File: config.mk
export PLATFORM = sky130hd
export DESIGN_NAME = ysyx_25060170_lsu
export DESIGN_NICKNAME = d
export VERILOG_FILES = /design/src/rtl/ysyx_25060170_lsu.sv
export SDC_FILE = /design/constraint.sdc
export NUM_CORES = 1
export LEC_CHECK = 0
export BUFFER_PORTS_ARGS = -buffer_cell sky130_fd_sc_hd__buf_4
export CELL_PAD_IN_SITES_DETAIL_PLACEMENT = 2
export CELL_PAD_IN_SITES_GLOBAL_PLACEMENT = 2
export CORE_UTILIZATION = 33
export CTS_CLUSTER_SIZE = 16
export DETAILED_ROUTE_END_ITERATION = 10
export PLACE_DENSITY = 0.82
export SLEW_MARGIN = 40
export SYNTH_ARGS = -nofsm -noshare
export SYNTH_HDL_FRONTEND = slang
export SYNTH_SLANG_ARGS = --single-unit
File: constraint.sdc
create_clock -name clk -period 4.5 [get_ports clk]
set_clock_uncertainty 0.05 [all_clocks]
set_input_delay 1.125 -clock clk [delete_from_list [all_inputs] [get_ports clk]]
set_output_delay 1.125 -clock clk [all_outputs]
set_load 0.05 [all_outputs]
File: src/rtl/ysyx_25060170_lsu.sv
// Load/store unit: one access at a time over a request/response bus, with byte-lane
// strobes for stores, sign/zero extension for loads, alignment checks and a response timeout.
module ysyx_25060170_lsu #(
    parameter int TIMEOUT = 255
) (
    input  logic        clk,
    input  logic        rst_n,
    input  logic        in_valid,
    output logic        in_ready,
    input  logic [31:0] in_addr,
    input  logic [31:0] in_wdata,
    input  logic [2:0]  in_funct3,
    input  logic        in_is_load,
    input  logic        in_is_store,
    input  logic [4:0]  in_rd,
    output logic        mem_req_valid,
    input  logic        mem_req_ready,
    output logic        mem_req_wen,
    output logic [31:0] mem_req_addr,
    output logic [31:0] mem_req_wdata,
    output logic [3:0]  mem_req_wstrb,
    input  logic        mem_rsp_valid,
    input  logic [31:0] mem_rsp_rdata,
    output logic        out_valid,
    input  logic        out_ready,
    output logic [31:0] out_rdata,
    output logic [4:0]  out_rd,
    output logic        out_we,
    output logic [1:0]  out_err
);
    localparam int CNT_W = (TIMEOUT < 2) ? 1 : $clog2(TIMEOUT + 1);
    localparam logic [CNT_W-1:0] CNT_LAST = CNT_W'((TIMEOUT > 0) ? TIMEOUT - 1 : 0);

    typedef enum logic [1:0] {IDLE, REQ, WAIT, RESP} state_t;

    state_t           state;
    logic [CNT_W-1:0] cnt;
    logic [1:0]       addr_lo;
    logic [2:0]       funct3;
    logic             is_load;

    logic       f3_legal, misalign, in_bus;
    logic [1:0] in_err;
    logic [3:0] st_strb;
    logic [31:0] st_data;

    function automatic logic [31:0] extract(input logic [2:0] f3, input logic [1:0] lo,
                                            input logic [31:0] word);
        logic [7:0]  b;
        logic [15:0] h;
        b = word[{lo, 3'b000} +: 8];
        h = word[{lo[1], 4'b0000} +: 16];
        case (f3)
            3'b000:  extract = {{24{b[7]}}, b};
            3'b001:  extract = {{16{h[15]}}, h};
            3'b100:  extract = {24'h0, b};
            3'b101:  extract = {16'h0, h};
            default: extract = word;
        endcase
    endfunction

    // Classify the offered op: illegal size beats misalignment; non-memory ops skip the bus.
    always_comb begin
        f3_legal = 1'b0;
        if (in_is_load)
            f3_legal = in_funct3 inside {3'b000, 3'b001, 3'b010, 3'b100, 3'b101};
        else if (in_is_store)
            f3_legal = !in_funct3[2] && (in_funct3[1:0] != 2'b11);
        misalign = ((in_funct3[1:0] == 2'b01) && in_addr[0]) ||
                   ((in_funct3[1:0] == 2'b10) && (in_addr[1:0] != 2'b00));
        in_bus = 1'b0;
        in_err = 2'b00;
        if (in_is_load || in_is_store) begin
            if (!f3_legal)     in_err = 2'b11;
            else if (misalign) in_err = 2'b01;
            else               in_bus = 1'b1;
        end
    end

    always_comb begin
        case (in_funct3[1:0])
            2'b00: begin
                st_strb = 4'b0001 << in_addr[1:0];
                st_data = {4{in_wdata[7:0]}};
            end
            2'b01: begin
                st_strb = 4'b0011 << in_addr[1:0];
                st_data = {2{in_wdata[15:0]}};
            end
            default: begin
                st_strb = 4'hF;
                st_data = in_wdata;
            end
        endcase
    end

    assign in_ready = (state == IDLE);

    always_ff @(posedge clk or negedge rst_n) begin
        if (!rst_n) begin
            state         <= IDLE;
            cnt           <= '0;
            addr_lo       <= 2'b00;
            funct3        <= 3'b000;
            is_load       <= 1'b0;
            mem_req_valid <= 1'b0;
            mem_req_wen   <= 1'b0;
            mem_req_addr  <= 32'h0;
            mem_req_wdata <= 32'h0;
            mem_req_wstrb <= 4'h0;
            out_valid     <= 1'b0;
            out_rdata     <= 32'h0;
            out_rd        <= 5'd0;
            out_we        <= 1'b0;
            out_err       <= 2'b00;
        end else begin
            case (state)
                IDLE: if (in_valid) begin
                    addr_lo   <= in_addr[1:0];
                    funct3    <= in_funct3;
                    is_load   <= in_is_load;
                    out_rd    <= in_rd;
                    out_rdata <= 32'h0;
                    out_we    <= 1'b0;
                    out_err   <= in_err;
                    if (in_bus) begin
                        mem_req_addr  <= {in_addr[31:2], 2'b00};
                        mem_req_wen   <= !in_is_load;
                        mem_req_wstrb <= in_is_load ? 4'h0 : st_strb;
                        mem_req_wdata <= in_is_load ? 32'h0 : st_data;
                        mem_req_valid <= 1'b1;
                        state         <= REQ;
                    end else begin
                        out_valid <= 1'b1;
                        state     <= RESP;
                    end
                end
                REQ: if (mem_req_ready) begin
                    mem_req_valid <= 1'b0;
                    cnt           <= '0;
                    state         <= WAIT;
                end
                // A response in the expiry cycle still counts as success.
                WAIT: if (mem_rsp_valid) begin
                    out_rdata <= is_load ? extract(funct3, addr_lo, mem_rsp_rdata) : 32'h0;
                    out_we    <= is_load && (out_rd != 5'd0);
                    out_err   <= 2'b00;
                    out_valid <= 1'b1;
                    state     <= RESP;
                end else if ((TIMEOUT != 0) && (cnt == CNT_LAST)) begin
                    out_err   <= 2'b10;
                    out_valid <= 1'b1;
                    state     <= RESP;
                end else begin
                    cnt <= cnt + 1'b1;
                end
                RESP: if (out_ready) begin
                    out_valid <= 1'b0;
                    out_we    <= 1'b0;
                    state     <= IDLE;
                end
                default: state <= IDLE;
            endcase
        end
    end
endmodule

==> reports/results.ini <==
[global_routing]
grt_max_degree = 68
grt_use_total_pct = 23.16
antenna_found_initial = 0
grt_pass1_vias = 5940
gr-total-overflow = 0
grt_pass1_wl_mm = 34.33

[sta]
slew_viol_final = 0
fin_setup_tns_ns = 0
hold_slack_ns = 0.4441
rsz0062_at_grt = no
max_slew.worst_pin.slew_ns = 0.7788
finalCriticalPeriod_ns = 2.785
finalSetupViolations = 0
slew_headroom_pct = 48.08
finalHoldViolCount = 0
finalWorstSetupSlack_ns = 1.715
clock.fmax_mhz = 359.0
fin_crit_sh_pct = 61.90

[die]
die_area_mm2 = 0.01924
die_h_um = 138.7
core_area_mm2 = 0.01815
rows = 49
start_util_pct = 33.99
io_pins = 224
die_x_um = 138.7

[yosys]
synth_seq_area_share_pct = 50.71
synth_area_mm2 = 0.006168
ys_seq_elements = 125
yosysTopAreaCell = dfrtp_1
yosys.cell_types.count = 49
synth_top_area_share_pct = 50.71
synth_warnings = 0
synth_edf_count = 0
synthArstFlopShare_pct = 100.0
ys_top_cells_by_area = dfrtp_1, mux2_2, mux2_1
syn_area_per_cell_um2 = 11.49
synth_ff_type = dfrtp_1
synthCells = 537

[job]
maxCapViolations = 0

[power_and_ir_drop]
p_leak_nw = 4.150
power.density_mw_per_mm2 = 838.4
ir_drop_mv = 0.3669

[run_status]
status = finished with violations
violations = DRC

[route]
wl_per_cell_um = 21.63
vias_per_cell = 5.263
dr.pass1.iters = 7
drt_iter0_markers = 226
postRouteAntennaNets = 0
drcViolationCount = 16
drt_wl_total_mm = 21.35
vias = 5195

[critical_path]
crit_fanout = 67
critPathCaptureType = register
crit_type = register to register
rr_startpoint = state[1]
crit_family = simple AND/OR/NAND/NOR gates
ff2ff_path_depth = 6
crit_buf_inv = 2
cp_cell_sequence = inv_1 -> ha_1 -> nand2_1 -> nor3_4 -> buf_6 -> mux2_2
cp-start-kind = register
cp_slowest_stage_delay_ns = 0.53
crit_slowest_cell = buf_6
crit_start = state[1]
cp.depth = 6
arrival_ns = 3.03
worstPathRequired_ns = 4.75

[cts]
cts-htree-levels = 4
cts-root-buf = clkbuf_16
cts_setup_buffers = 0
cts.sinks = 125
cts_resized = 0
hold_buffers = 0
clockBufferDepth = 2
tritoncts.num_buffers = 17
path_clk_slew_ns = 0.06
clock_latency_ns = 0.42
cts_tree = done

[final_layout]
area.growth.synth_to_final_pct = 38.70
final_common_cell = buf_4
mostFrequentLayoutCells = buf_4, dfrtp_1, mux2_2
antenna_cells = 0
final_cells = 987
final_net_count = 863
drive_above_1_share_pct = 46.70

[placed_design]
dp_slack_ns = 1.089
gp_congestion = 0.7970
dp_hpwl_mm = 15.48
numPortBuffers = 221
dp.cells = 955

[hold_path]
hold_path.class = register to register
hold_depth = 1
hp-start = mem_req_addr[2]

[per-stage QoR]
| stage | cell area, µm² | utilization (%) | power, mW |
|---|---|---|---|
| after floorplan | 6172 | - | 4.550 |
| after global placement | 7943 | 43.77 | 5.667 |
| after detailed placement | 7954 | 43.83 | 5.819 |
| after CTS | 8548 | 47.10 | 7.254 |
| after global routing | 8556 | 47.15 | 7.507 |
| final | 8556 | 47.15 | 7.173 |
[cell families (layout without fill, tap and decap cells)]
logic type	after synthesis	after routing	share of synthesized area, %
flip-flops	125	125	50.71
buffers and inverters	56	276	4.604
other	1	2	0.06079
multiplexers	109	109	19.68
AND/OR/NAND/NOR	110	110	8.783
AO/OA/AOI/OAI	130	130	14.95
adder cells (fa/ha/maj)	6	6	1.217
[layout make-up]
class                      count  area, µm²
timing repair buffer         224       1702
clock buffer                  20      456.7
multi-input combinational    357       2770
inverter                      20      75.07
fill                        1870       9592
sequential                   125       3128
tap                          229      286.5
clock inverter                12      137.6
[registers in the layout, indices dropped and copies added (netlist names)]
| name | cells |
|---|---|
| state | 2 |
| is_load | 1 |
| mem_req_addr | 30 |
| out_rd | 5 |
| out_valid | 1 |
| out_rdata | 32 |
| cnt | 8 |
| mem_req_wdata | 32 |
| mem_req_wen | 1 |
| out_we | 1 |
| mem_req_valid | 1 |
| mem_req_wstrb | 4 |
| funct3 | 3 |
| out_err | 2 |
| addr_lo | 2 |
[metal layers]
layer,track usage [%],wire [µm],part of all wire [%]
met1,26.90,8575,40
met2,41.01,11080,52
met3,7.251,1446,6.8
met4,6.608,250,1.2
met5,0,0,0
[power by group]
part / switching [mW] / internal [mW]
combinational: 2.53 / 1.22
clock: 0.531 / 0.848
sequential: 0.427 / 1.62
total: 3.49 / 3.68
[worst paths after layout]
kind	endpoint	slack [ns]
setup / recovery	mem_req_addr[19]	1.71
hold / removal	mem_req_addr[2]	0.44
setup reg to reg	mem_req_addr[19]	1.71
hold reg to reg	mem_req_addr[2]	0.44
max in group asynchronous	out_rdata[12]	2.99
min in group asynchronous	mem_req_addr[31]	0.62
[cell usage after synthesis, types with 3 or more instances]
cell type	n
a21oi_1	44
a221o_2	16
a22o_1	8
buf_1	3
buf_2	11
buf_4	4
buf_6	6
clkbuf_1	12
dfrtp_1	125
ha_1	6
inv_1	20
mux2_1	22
mux2_2	72
mux2i_1	14
nand2_1	42
nand2b_1	3
nand3_1	7
nor2_1	28
nor2b_1	11
o211ai_1	6
o21ai_0	24
o22ai_1	7
o31ai_1	11
o41ai_1	4
or3_1	3
or4_1	5
Power figures use the tool's default switching activity.
